<file path="src/rtl/load_store_unit_if.sv">
// rtl/load_store_unit_if.sv - request/response channel between execute stage and load_store_unit
interface load_store_unit_if;
  logic        req_valid;
  logic        req_ready;
  logic        req_we;
  logic [1:0]  req_size;
  logic        req_unsigned;
  logic [31:0] req_addr;
  logic [31:0] req_wdata;
  logic        resp_valid;
  logic        resp_ready;
  logic [31:0] resp_rdata;
  logic        resp_err;

  modport master (
    output req_valid, req_we, req_size, req_unsigned, req_addr, req_wdata, resp_ready,
    input  req_ready, resp_valid, resp_rdata, resp_err
  );

  modport slave (
    input  req_valid, req_we, req_size, req_unsigned, req_addr, req_wdata, resp_ready,
    output req_ready, resp_valid, resp_rdata, resp_err
  );
endinterface

</file>
<file path="src/rtl/load_store_unit.sv">
// rtl/load_store_unit.sv - big-endian load/store unit with alignment/range checks and sub-word RMW
// Optional perf counters (load_cnt/store_cnt/err_cnt) when LSU_PERF_EN is defined.
module load_store_unit #(
  parameter int MEM_BYTES = 256,
  parameter int CNT_W     = 16
) (
  input  logic              clk,
  input  logic              rst_n,
  load_store_unit_if.slave  lsu,
  output logic [31:0]       dm_add,
  output logic [31:0]       dm_data_in,
  output logic              dm_wen,
  input  logic [31:0]       dm_data_out
`ifdef LSU_PERF_EN
  ,
  output logic [CNT_W-1:0]  load_cnt,
  output logic [CNT_W-1:0]  store_cnt,
  output logic [CNT_W-1:0]  err_cnt
`endif
);
  typedef enum logic [1:0] {IDLE, ACCESS, WRITE, RESP} state_t;

  state_t      state;
  logic        we_q;
  logic        uns_q;
  logic [1:0]  size_q;
  logic [1:0]  off_q;
  logic [15:0] wdata_q;
  logic        resp_valid_q;
  logic        resp_err_q;
  logic [31:0] resp_rdata_q;
  logic        dm_wen_q;

  logic [2:0]  nbytes;
  logic [32:0] end_addr;
  logic        req_err;
  logic        accept;
  logic        resp_fire;
  logic [7:0]  lane_b;
  logic [15:0] lane_h;
  logic [31:0] load_val;
  logic [31:0] merged;

  assign lsu.req_ready  = (state == IDLE);
  assign accept         = lsu.req_valid && (state == IDLE);
  assign resp_fire      = resp_valid_q && lsu.resp_ready;
  assign lsu.resp_valid = resp_valid_q;
  assign lsu.resp_err   = resp_err_q;
  assign lsu.resp_rdata = resp_rdata_q;
  // Gate with reset so a store in flight cannot reach memory on the reset edge.
  assign dm_wen         = dm_wen_q & rst_n;

  always_comb begin
    nbytes = 3'd1;
    case (lsu.req_size)
      2'b01:   nbytes = 3'd2;
      2'b10:   nbytes = 3'd4;
      default: nbytes = 3'd1;
    endcase
    end_addr = {1'b0, lsu.req_addr} + {30'd0, nbytes};
    req_err  = 1'b0;
    if (lsu.req_size == 2'b11)                                req_err = 1'b1;
    if ((lsu.req_size == 2'b01) && lsu.req_addr[0])           req_err = 1'b1;
    if ((lsu.req_size == 2'b10) && (lsu.req_addr[1:0] != 0))  req_err = 1'b1;
    if (end_addr > 33'(MEM_BYTES))                            req_err = 1'b1;
  end

  // Lane selection is big-endian: offset 0 is the most significant byte.
  always_comb begin
    lane_b = 8'd0;
    case (off_q)
      2'd0:    lane_b = dm_data_out[31:24];
      2'd1:    lane_b = dm_data_out[23:16];
      2'd2:    lane_b = dm_data_out[15:8];
      default: lane_b = dm_data_out[7:0];
    endcase
    lane_h = off_q[1] ? dm_data_out[15:0] : dm_data_out[31:16];
    case (size_q)
      2'b00:   load_val = uns_q ? {24'd0, lane_b} : {{24{lane_b[7]}}, lane_b};
      2'b01:   load_val = uns_q ? {16'd0, lane_h} : {{16{lane_h[15]}}, lane_h};
      default: load_val = dm_data_out;
    endcase
    merged = dm_data_out;
    if (size_q == 2'b00) begin
      case (off_q)
        2'd0:    merged[31:24] = wdata_q[7:0];
        2'd1:    merged[23:16] = wdata_q[7:0];
        2'd2:    merged[15:8]  = wdata_q[7:0];
        default: merged[7:0]   = wdata_q[7:0];
      endcase
    end else if (off_q[1]) begin
      merged[15:0] = wdata_q;
    end else begin
      merged[31:16] = wdata_q;
    end
  end

  always_ff @(posedge clk) begin
    if (!rst_n) begin
      state        <= IDLE;
      we_q         <= 1'b0;
      uns_q        <= 1'b0;
      size_q       <= 2'b00;
      off_q        <= 2'b00;
      wdata_q      <= 16'd0;
      resp_valid_q <= 1'b0;
      resp_err_q   <= 1'b0;
      resp_rdata_q <= 32'd0;
      dm_wen_q     <= 1'b0;
      dm_data_in   <= 32'd0;
      dm_add       <= 32'd0;
    end else begin
      case (state)
        IDLE: begin
          if (accept) begin
            we_q    <= lsu.req_we;
            uns_q   <= lsu.req_unsigned;
            size_q  <= lsu.req_size;
            off_q   <= lsu.req_addr[1:0];
            wdata_q <= lsu.req_wdata[15:0];
            if (req_err) begin
              resp_valid_q <= 1'b1;
              resp_err_q   <= 1'b1;
              resp_rdata_q <= 32'd0;
              state        <= RESP;
            end else begin
              dm_add <= {lsu.req_addr[31:2], 2'b00};
              if (lsu.req_we && (lsu.req_size == 2'b10)) begin
                dm_wen_q   <= 1'b1;
                dm_data_in <= lsu.req_wdata;
              end
              state <= ACCESS;
            end
          end
        end
        ACCESS: begin
          if (we_q && (size_q != 2'b10)) begin
            dm_data_in <= merged;
            dm_wen_q   <= 1'b1;
            state      <= WRITE;
          end else begin
            resp_rdata_q <= we_q ? 32'd0 : load_val;
            resp_valid_q <= 1'b1;
            dm_wen_q     <= 1'b0;
            dm_data_in   <= 32'd0;
            dm_add       <= 32'd0;
            state        <= RESP;
          end
        end
        WRITE: begin
          dm_wen_q     <= 1'b0;
          dm_data_in   <= 32'd0;
          dm_add       <= 32'd0;
          resp_valid_q <= 1'b1;
          state        <= RESP;
        end
        RESP: begin
          if (lsu.resp_ready) begin
            resp_valid_q <= 1'b0;
            resp_err_q   <= 1'b0;
            resp_rdata_q <= 32'd0;
            state        <= IDLE;
          end
        end
        default: state <= IDLE;
      endcase
    end
  end

`ifdef LSU_PERF_EN
  always_ff @(posedge clk) begin
    if (!rst_n) begin
      load_cnt  <= '0;
      store_cnt <= '0;
      err_cnt   <= '0;
    end else if (resp_fire) begin
      if (resp_err_q) begin
        if (err_cnt != '1) err_cnt <= err_cnt + 1'b1;
      end else if (we_q) begin
        if (store_cnt != '1) store_cnt <= store_cnt + 1'b1;
      end else begin
        if (load_cnt != '1) load_cnt <= load_cnt + 1'b1;
      end
    end
  end
`endif
endmodule

</file>
<file path="src/flat_wrapper.sv">
// flat-port wrapper written by rule: the top's interface ports become plain ports
module load_store_unit_flat 
#(
  parameter int MEM_BYTES = 256,
  parameter int CNT_W     = 16
)
  (clk, rst_n, dm_add, dm_data_in, dm_wen, dm_data_out, lsu_req_valid, lsu_req_we, lsu_req_size, lsu_req_unsigned, lsu_req_addr, lsu_req_wdata, lsu_resp_ready, lsu_req_ready, lsu_resp_valid, lsu_resp_rdata, lsu_resp_err);
  load_store_unit_if lsu_i ();
  input  logic clk;
  input  logic rst_n;
  output logic [31:0] dm_add;
  output logic [31:0] dm_data_in;
  output logic dm_wen;
  input  logic [31:0] dm_data_out;
  input wire logic [$bits(lsu_i.req_valid)-1:0] lsu_req_valid;
  input wire logic [$bits(lsu_i.req_we)-1:0] lsu_req_we;
  input wire logic [$bits(lsu_i.req_size)-1:0] lsu_req_size;
  input wire logic [$bits(lsu_i.req_unsigned)-1:0] lsu_req_unsigned;
  input wire logic [$bits(lsu_i.req_addr)-1:0] lsu_req_addr;
  input wire logic [$bits(lsu_i.req_wdata)-1:0] lsu_req_wdata;
  input wire logic [$bits(lsu_i.resp_ready)-1:0] lsu_resp_ready;
  output wire logic [$bits(lsu_i.req_ready)-1:0] lsu_req_ready;
  output wire logic [$bits(lsu_i.resp_valid)-1:0] lsu_resp_valid;
  output wire logic [$bits(lsu_i.resp_rdata)-1:0] lsu_resp_rdata;
  output wire logic [$bits(lsu_i.resp_err)-1:0] lsu_resp_err;
  assign lsu_i.req_valid = lsu_req_valid;
  assign lsu_i.req_we = lsu_req_we;
  assign lsu_i.req_size = lsu_req_size;
  assign lsu_i.req_unsigned = lsu_req_unsigned;
  assign lsu_i.req_addr = lsu_req_addr;
  assign lsu_i.req_wdata = lsu_req_wdata;
  assign lsu_i.resp_ready = lsu_resp_ready;
  assign lsu_req_ready = lsu_i.req_ready;
  assign lsu_resp_valid = lsu_i.resp_valid;
  assign lsu_resp_rdata = lsu_i.resp_rdata;
  assign lsu_resp_err = lsu_i.resp_err;
  load_store_unit #(.MEM_BYTES(MEM_BYTES), .CNT_W(CNT_W)) u_core (.clk(clk), .rst_n(rst_n), .lsu(lsu_i), .dm_add(dm_add), .dm_data_in(dm_data_in), .dm_wen(dm_wen), .dm_data_out(dm_data_out));
endmodule
</file>
<file path="config.mk">
export PLATFORM = sky130hd
export DESIGN_NAME = load_store_unit_flat
export DESIGN_NICKNAME = d
export VERILOG_FILES = /design/src/rtl/load_store_unit_if.sv /design/src/rtl/load_store_unit.sv /design/src/flat_wrapper.sv
export SDC_FILE = /design/constraint.sdc
export NUM_CORES = 1
export LEC_CHECK = 0
export ABC_AREA = 1
export CAP_MARGIN = 10
export CORE_MARGIN = 10
export CORE_UTILIZATION = 40
export DETAILED_ROUTE_END_ITERATION = 16
export HOLD_SLACK_MARGIN = 0.12
export PLACE_DENSITY = 0.67
export SLEW_MARGIN = 30
export SYNTH_ARGS = -nofsm -noshare
export SYNTH_HDL_FRONTEND = slang
export SYNTH_SLANG_ARGS = --single-unit
</file>
<file path="constraint.sdc">
create_clock -name clk -period 4.1 [get_ports clk]
set_clock_uncertainty 0.1 [all_clocks]
set_input_delay 0.82 -clock clk [delete_from_list [all_inputs] [get_ports clk]]
set_output_delay 0.82 -clock clk [all_outputs]
set_load 0.01 [all_outputs]
</file>
=== After elaboration in Yosys (flattened, before gate mapping) ===
Index checks and enable logic that the tools add are counted.

* Input port bits: 104
* Register bits after elaboration: 123
* Logic and storage cells: 99
* Output and inout port bits: 100

* Equal/unequal tests: 16
* Reduce and logical (&&, ||, !) cells: 20
* Order comparisons: 1
* $add $sub $neg: 1
* Bitwise operators: 1
* Muxes and demuxes: 48

{| class="wikitable"
|+ Operators by type and width
! operator !! number
|-
| 32-bit 2-to-1 mux || 15
|-
| 32-bit one-hot mux with 3 select lines || 3
|-
| 32-bit one-hot mux with 2 select lines || 1
|-
| 16-bit 2-to-1 mux || 3
|-
| 32-bit by 3-bit adder with 33-bit output || 1
|-
| 33-bit by 9-bit > comparator with 1-bit output (second input constant) || 1
|-
| 8-bit 2-to-1 mux || 4
|-
| 8-bit one-hot mux with 3 select lines || 1
|-
| 4-bit AND reduction || 4
|-
| 1-bit 2-to-1 mux || 13
|-
| 2-bit == test (second input constant) || 5
|-
| 2-bit by 1-bit == test with 1-bit output (second input constant) || 4
|-
| 2-bit != test (second input constant) || 4
|-
| 2-bit one-hot mux with 4 select lines || 1
|-
| 2-bit logical NOT || 3
|-
| 2-bit 2-to-1 mux || 3
|-
| 2-bit by 1-bit != test with 1-bit output (second input constant) || 3
|-
| 3-bit one-hot mux with 2 select lines || 1
|-
| 3-bit nonzero test || 2
|-
| 1-bit logical AND || 5
|-
| 5-bit AND reduction || 1
|-
| 1-bit one-hot mux with 4 select lines || 1
|-
| 2-bit AND reduction || 2
|-
| 2-bit nonzero test || 2
|-
| 4 further kinds || 4
|}

=== Longest topological paths before layout ===
Gate-level depths: netlist of the first run.

* Depth after elaboration: 8
* Mapped depth: 23

=== Worst setup path before layout of the first run ===
No wires, ideal clock.

* Path kind: input -> register
* Start: input port lsu_req_size[0]
* End: register u_core.dm_add[12]
* Path slack: 0.543 ns
* Cell stages on the path: 19
* Data arrival time: 3.344 ns
* Buffers on the path: 2
* Cells stage by stage: inv_1 ha_1 ha_1 fa_1 or2_2 a21oi_1 nand3_1 nor2_1 nand2_1 nand2_1 nand3_1 nor2_1 nand3_1 nand2_1 nand3_1 buf_2 buf_2 nor2_1 nor2_1

* Longest elaborated chain between the ends: 7
* Elaborated cells on any way between the ends: 14
* Classes of those cells: 1 x add/sub; 1 x order compare; 4 x eq/ne; 5 x mux; 3 x reduce/logical

{| class="wikitable"
|+ Ends and longest elaborated chain
! element !! line !! source
|-
| from (decl) || flat_wrapper.sv:17 || <nowiki>input wire logic [$bits(lsu_i.req_size)-1:0] lsu_req_size;</nowiki>
|-
| 2-bit == test, or another cell as far along || load_store_unit.sv:55, load_store_unit.sv:64 ||
|-
| 3-bit one-hot mux with 2 select lines, or another cell as far along || load_store_unit.sv:55 || <nowiki>case (lsu.req_size)</nowiki>
|-
| 32-bit by 3-bit adder with 33-bit output / 1-bit 2-to-1 mux (equally long branches) || load_store_unit.sv:60, load_store_unit.sv:63 ||
|-
| 33-bit by 9-bit > comparator with 1-bit output / 1-bit 2-to-1 mux (equally long branches) || load_store_unit.sv:65, load_store_unit.sv:64 ||
|-
| 1-bit 2-to-1 mux * || load_store_unit.sv:65 || <nowiki>if (end_addr > 33'(MEM_BYTES)) req_err = 1'b1;</nowiki>
|-
| 2-bit != test (no line) * || - ||
|-
| 4-bit AND reduction (no line) * || - ||
|-
| to (signal assigned) || load_store_unit.sv:127 || <nowiki>dm_add <= {lsu.req_addr[31:2], 2'b00};</nowiki>
|-
| to (decl) || load_store_unit.sv:10 || <nowiki>output logic [31:0] dm_add,</nowiki>
|}

Mark *: on every way between the ends. The rest lies on a longest branch, timed or not.
A chain may end at the register's enable or synchronous reset.

=== Worst setup path in the final report of the first run ===
* Start: input port lsu_req_size[0]
* End: register u_core.dm_data_in[3]

* Longest elaborated chain between the ends: 7
* Elaborated cells on any way between the ends: 16
* Classes of those cells: 1 x add/sub; 1 x order compare; 5 x eq/ne; 5 x mux; 4 x reduce/logical

{| class="wikitable"
|+ Ends and longest elaborated chain
! element !! line !! source
|-
| 2-bit == test, or another cell as far along || load_store_unit.sv:55, load_store_unit.sv:64, load_store_unit.sv:128 ||
|-
| 3-bit one-hot mux with 2 select lines, or another cell as far along || load_store_unit.sv:55 ||
|-
| 32-bit by 3-bit adder with 33-bit output / 1-bit 2-to-1 mux (equally long branches) || load_store_unit.sv:60, load_store_unit.sv:63 ||
|-
| 33-bit by 9-bit > comparator with 1-bit output / 1-bit 2-to-1 mux (equally long branches) || load_store_unit.sv:65, load_store_unit.sv:64 ||
|-
| 1-bit 2-to-1 mux || load_store_unit.sv:65 ||
|-
| 2-bit != test (no line) || - ||
|-
| 4-bit AND reduction (no line) * || - ||
|-
| to (signal assigned) || load_store_unit.sv:130 || <nowiki>dm_data_in <= lsu.req_wdata;</nowiki>
|-
| to (signal assigned) || load_store_unit.sv:138 || <nowiki>dm_data_in <= merged;</nowiki>
|-
| to (decl) || load_store_unit.sv:11 || <nowiki>output logic [31:0] dm_data_in,</nowiki>
|}

Marks and branches as above.

==> reports/metrics.csv, run 1 <==
metric;value;unit
ys_warn_count;0;
r2r-start;u_core.off_q[1];
overflow;0;
drive_above_1_share;0.0577;
arrival;4.05;ns
via_per_inst;5.20;
dr.max_layer_used;met5;
holdBufCountCts;0;
crit_required;4.35;ns
cts_tree;yes;
synth_area;8490;sq um
cts_buffers;17;
synth-seq-area-share;0.285;
outcome;completed;
clockBufferDepth;2;
setup_viol;0;
finalHoldViolations;0;
hold_start;u_core.we_q;
dieArea;27500;sq um
syn2layout_area_growth;35.7;%
ys_async_sr_fraction;0;
clk_pin_slew_worst_paths;0.06;ns
end_kind;flip-flop;
critPathLaunchType;primary input;
fin_ws;0.296;ns
critPathKind;primary input to flip-flop;
critPathTopFamily;simple AND/OR/NAND/NOR gates;
synthFlopType;dfxtp_1;
coreArea;21000;sq um
crit_fanout;34;
io_buffers;201;
clockRootBuffer;clkbuf_16;
critPathBufInv;5;
relSlewSlack;0.341;
gp_congestion;0.928;
grt_pass1_wl;50800;um
holdPathStages;2;
drt_iter0_drc;914;
m1WireLength;13300;um
synth_edf_count;0;
grt_max_degree;110;
wl_per_cell;16.4;um
period_minus_slack;3.80;ns
start_util;0.405;
synth_area_per_cell;5.81;sq um
routed-wl-met2;14300;um
yosysTopAreaCellShare;0.285;
fin_hold_ws;0.382;ns
yosys_register_bits;121;
synth_top_area_cell;dfxtp_1;
leakage;5.36;nW
wl_met3;2840;um
cpMaxStageDelayCell;clkdlybuf4s50_1;
dp_slack;-0.203;ns
r2r_setup_slack;1.00;ns
fmax;263;MHz
r2r_cells;11;
grt_pass1_vias;9594;
min_to;u_core.we_q;
worst_pin_slew;0.988;ns
syn-instance-count;1461;
num_vias;9999;
io-pin-count;204;
hpwlAfterDp;22900;um
period_share;0.928;
clk_latency;0.42;ns
drc;0;
utilization;0.550;
cts_sinks;121;
final_nets;1750;
dieHeight;166;um
wl;31600;um
drv_cap;0;
hold_path_class;flip-flop to flip-flop;
power_density;745;nW/um^2
crit_chain;clkdlybuf4s50_1, inv_1, ha_1, ha_1, fa_1, or2_2, a21oi_2, nand3_1, nor2_1, nand2_1, nand2_1, nand3_1, nor2_2, nand3_1, nand2_2, buf_12, nand3_4, buf_12, nand2_1, inv_1, nor2_1;
ir_drop;0.397;mV
cpPeakStageDelay;0.47;ns
antenna_left;0;
rows;53;
drv_slew;0;
reg2reg_to;u_core.lsu.resp_rdata[21];
synth_area_leaders;dfxtp_1 (29%), nand2_1 (19%), inv_1 (10%), nor2_1 (9.6%), nand4_1 (6.2%);
rsz0062_at_grt;no;
htree_num_levels;4;
die_w;166;um
antenna_found_initial;1;
diodes;0;
finalSetupTns;0;ns
firstDrtPassIters;5;
grt_use_total;0.220;
yosysUniqueCellTypes;38;
## what timing repair did
| action | in CTS | in global routing |
|---|---|---|
| resized for setup | 0 | 9 |
| setup buffers | 0 | 2 |
| endpoints found under the hold margin | 0 | 0 |
| setup endpoints to repair | 0 | 62 |
## worst reg2reg max path, delay by kind of cell (launching register included)
family	cells	cell delay, ns
and+or+nand+nor	7	1.16
buffers and inverters	1	0.48
AOI/OAI and AO/OA	3	0.51
DFF	1	0.75
## worst max-delay path by stage
stage / start / end / slack, ns / cells past startpoint
floorplan: lsu_req_size[0] / u_core.dm_add[12] / 0.54 / 19
global placement: lsu_req_size[0] / u_core.dm_add[10] / -0.16 / 20
detailed placement: lsu_req_size[0] / u_core.dm_add[3] / -0.20 / 20
CTS: lsu_req_size[0] / u_core.dm_add[3] / 0.24 / 20
global route: lsu_req_size[0] / u_core.dm_data_in[7] / 0.02 / 20
finish: lsu_req_size[0] / u_core.dm_data_in[3] / 0.30 / 21
## power breakdown
part | switching (mW) | internal (mW) | total, mW
Sequential | 0.327 | 1.69 | 2.01
Combinational | 2.93 | 2.10 | 5.04
Clock | 0.590 | 0.944 | 1.53
## stage by stage
step	cell area [sq um]	power, mW	cells
global placement	10800	6.90	1887
detailed placement	10800	6.98	1887
global route	11500	9.37	1922
floorplan	8500	5.03	1462
CTS	11400	8.56	1919
finish	11500	8.58	1922
## cell type report
type / count / area [sq um]
clock buffers: 22 / 474
clock inverters: 10 / 118
inverters: 230 / 863
well taps: 275 / 344
repair buffers: 242 / 2430
fillers: 2120 / 9430
flip-flops and latches: 121 / 2420
multi-input cells: 1022 / 4870
## cell usage in the layout (no fill, tap or decap), drive strengths merged, types with 3 or more instances in the layout
| master | count |
|---|---|
| ha | 11 |
| clkdlybuf4s50 | 200 |
| inv | 226 |
| nor2 | 221 |
| clkbuf | 23 |
| o211ai | 34 |
| nand3 | 86 |
| a32oi | 31 |
| clkinv | 8 |
| o22ai | 7 |
| nand2 | 427 |
| a21oi | 29 |
| nand4 | 85 |
| nor3 | 3 |
| clkinvlp | 4 |
| dfxtp | 121 |
| o21ai | 65 |
| buf | 41 |
| o2111ai | 7 |
## per-layer routing
layer	vias to the layer above	track usage
met4	2	0.0978
met3	76	0.0603
met2	462	0.350
met1	4440	0.270
li1	5019	-
met5	-	0
## cells in the mapped netlist, types with 9 or more instances
cell	n
clkbuf_1	68
dfxtp_1	121
o21ai_0	63
nand3_1	85
a21oi_1	29
buf_2	9
nand4_1	84
inv_1	226
o211ai_1	34
ha_1	11
nor2_1	217
nand2_1	424
a32oi_1	31
## registers in the layout, summed over array words and instances (netlist names)
| name | cells |
|---|---|
| u_core.size_q | 2 |
| u_core.lsu.resp_err | 1 |
| u_core.dm_add | 30 |
| u_core.wdata_q | 16 |
| u_core.off_q | 2 |
| u_core.lsu.resp_rdata | 32 |
| u_core.we_q | 1 |
| u_core.dm_data_in | 32 |
| u_core.dm_wen_q | 1 |
| u_core.state | 2 |
| u_core.lsu.resp_valid | 1 |
| u_core.uns_q | 1 |
## logic make-up after synthesis
| logic type | after synthesis | synth area share |
|---|---|---|
| buffers and inverters | 319 | 0.147 |
| other | 1 | 0.000442 |
| flip-flops | 121 | 0.285 |
| adder cells (fa/ha/maj) | 12 | 0.0186 |
| XOR/XNOR | 4 | 0.00413 |
| AND/OR/NAND/NOR | 827 | 0.411 |
| multiplexers | 1 | 0.00118 |
| AO/OA/AOI/OAI | 176 | 0.132 |
Note: power is estimated with default switching activity, not from simulation.
==> inputs of run 2 (changes only) <==
--- a/config.mk
+++ b/config.mk
@@ -12,7 +12,7 @@
 export DETAILED_ROUTE_END_ITERATION = 16
 export HOLD_SLACK_MARGIN = 0.12
 export PLACE_DENSITY = 0.67
-export SLEW_MARGIN = 30
+export SLEW_MARGIN = 10
 export SYNTH_ARGS = -nofsm -noshare
 export SYNTH_HDL_FRONTEND = slang
 export SYNTH_SLANG_ARGS = --single-unit
==> run 2 against run 1 <==
  * Utilization decreased by 0.28 points
  * Register-to-register slack better by 0.03 ns
  * Critical path type unchanged
  * Clock power shrank 7%
  * Highest routed layer is now met4
  * Critical endpoint is now u_core.dm_data_in[7]
  * Sequential share of layout area increased by 0.11 points
  * Non-clock buffer count is 1 higher
  * Total power fell by 0.75%
  * Combinational power increased by 0.8%
==> reports/metrics.csv, run 2 (synthesis gave the netlist of run 1 again) <==
metric;value;unit;change
outcome;completed;;unchanged
fin_ws;0.278;ns;was 0.296 ns
critPathTopFamily;simple AND/OR/NAND/NOR gates;;unchanged
critPathBufInv;6;;was 5
critPathKind;primary input to flip-flop;;unchanged
final_cells;1922;;unchanged
gp_congestion;0.928;;unchanged
drv_cap;0;;unchanged
utilization;0.547;;was 0.550
io_buffers;201;;unchanged
leakage;5.35;nW;was 5.36 nW
crit_chain;clkdlybuf4s50_1, inv_1, ha_1, ha_1, nand2_1, nand2_1, nor2_1, nor2_4, buf_4, nand2_1, nand3_1, nor2_1, nand3_1, nor2_2, nand3_1, nand2_2, buf_12, nand3_4, buf_12, nand2_1, inv_1, nor2_1;;was clkdlybuf4s50_1, inv_1, ha_1, ha_1, fa_1, or2_2, a21oi_2, nand3_1, nor2_1, nand2_1, nand2_1, nand3_1, nor2_2, nand3_1, nand2_2, buf_12, nand3_4, buf_12, nand2_1, inv_1, nor2_1
drt_iter0_drc;851;;was 914
relSlewSlack;0.221;;was 0.341
dp_slack;-0.202;ns;was -0.203 ns
crit_required;4.36;ns;was 4.35 ns
clk_latency;0.42;ns;about the same
firstDrtPassIters;5;;unchanged
p_total;8.52;mW;was 8.58 mW
ir_drop;0.384;mV;was 0.397 mV
dieArea;27500;sq um;unchanged
drive_above_1_share;0.0553;;was 0.0577
grt_pass1_wl;50000;um;was 50,800 um
clockRootBuffer;clkbuf_16;;unchanged
cpMaxStageDelayCell;clkdlybuf4s50_1;;unchanged
clockBufferDepth;2;;unchanged
dieHeight;166;um;unchanged
layout_common_cells;nand2_1 (423), inv_1 (226), nor2_1 (213);;was nand2_1 (423), inv_1 (224), nor2_1 (212)
cts_tree;yes;;unchanged
holdPathStages;2;;unchanged
cpPeakStageDelay;0.47;ns;about the same
cts_sinks;121;;unchanged
overflow;0;;unchanged
num_vias;9976;;was 9,999
wl_per_cell;16.4;um;about the same
antenna_left;0;;unchanged
drv_slew;0;;unchanged
path_depth;22;;was 21
io-pin-count;204;;unchanged
finalSetupTns;0;ns;unchanged
r2r_cells;11;;unchanged
hpwlAfterDp;23000;um;was 22,900 um
final_nets;1751;;was 1,750
rsz0062_at_grt;no;;unchanged
setup_viol;0;;unchanged
syn2layout_area_growth;35.0;%;was 35.7%
cts_buffers;17;;unchanged
drc;0;;unchanged
holdBufCountCts;0;;unchanged
die_w;166;um;unchanged
wl;31600;um;about the same
grt_use_total;0.217;;was 0.220
hold_path_class;flip-flop to flip-flop;;unchanged
worst_pin_slew;1.17;ns;was 0.988 ns
via_per_inst;5.19;;was 5.20
power_density;743;nW/um^2;was 745 nW/um^2
coreArea;21000;sq um;unchanged
diodes;0;;unchanged
finalHoldViolations;0;;unchanged
crit_top_cell;nand2_1;;
grt_pass1_vias;9561;;was 9,594
rows;53;;unchanged
crit_fanout;34;;unchanged
fmax;262;MHz;was 263 MHz
final_common_cell;nand2_1;;unchanged
clk_pin_slew_worst_paths;0.06;ns;about the same
dp_cells;1887;;unchanged
period_share;0.932;;was 0.928
antenna_found_initial;0;;was 1
grt_max_degree;110;;unchanged
start_util;0.405;;unchanged
period_minus_slack;3.82;ns;was 3.80 ns
htree_num_levels;4;;unchanged
critPathLaunchType;primary input;;unchanged
end_kind;flip-flop;;unchanged
arrival;4.08;ns;was 4.05 ns
-- run 2: cell types whose count changed in the layout (fill, tap and decap cells not counted), moves of 2 or more --
cell	before	now
clkinv_2	2	5
buf_4	33	35
clkbuf_8	3	1
inv_1	224	226
-- run 2: cell type report --
type                            instances  area, sq um
Timing Repair Buffer                  243         2430
Multi-Input combinational cell       1022         4850
Tap cell                              275          344
Clock buffer                           19          443
Inverter                              230          863
Fill cell                            2168         9490
Sequential cell                       121         2420
Clock inverter                         12          103
-- run 2: metal layers --
layer / up-vias / global-route usage / wire [um]
li1: 5011 / - / -
met1: 4500 / 0.261 / 13500
met2: 401 / 0.353 / 14500
met3: 64 / 0.0681 / 2630
met4: 0 / 0.0832 / 1010
met5: - / 0 / 0
-- run 2: report_power, final --
group | internal (mW) | switching [mW] | total (mW) | leakage, nW
clock | 0.841 | 0.582 | 1.42 | 0.261
sequential | 1.69 | 0.330 | 2.02 | 0.998
combinational | 2.13 | 2.95 | 5.08 | 4.10
-- run 2: worst reg2reg max path, cell delays in order, from the launching register on --
cell and delay, ns:
dfxtp_1 0.76, clkinv_1 0.47, nand2_1 0.19, o2111ai_1 0.11, o21ai_0 0.15, nor2_1 0.07
nand2_1 0.17, nand2_1 0.39, o211ai_1 0.25, nand4_1 0.13, nand2_1 0.13, nor2_1 0.06
-- run 2: repair_timing --
| action | CTS | global route |
|---|---|---|
| gates resized for setup | 0 | 5 |
| buffers inserted | 0 | 2 |
| endpoints found under the setup margin | 0 | 41 |
-- run 2: worst paths after layout --
kind,from,endpoint,slack [ns]
worst max-delay path,lsu_req_size[0],u_core.dm_data_in[7],0.28
worst min-delay path,u_core.we_q,u_core.we_q,0.39
worst max register to register,u_core.off_q[1],u_core.lsu.resp_rdata[21],1.03
worst min register to register,u_core.we_q,u_core.we_q,0.39
-- run 2: through the flow --
stage / cell area, sq um / hold slack [ns]
final: 11500 / 0.385
after global placement: 10800 / 0.361
after global routing: 11500 / 0.411
after CTS: 11400 / 0.378
after detailed placement: 10800 / 0.371
after floorplan: 8500 / 0.345
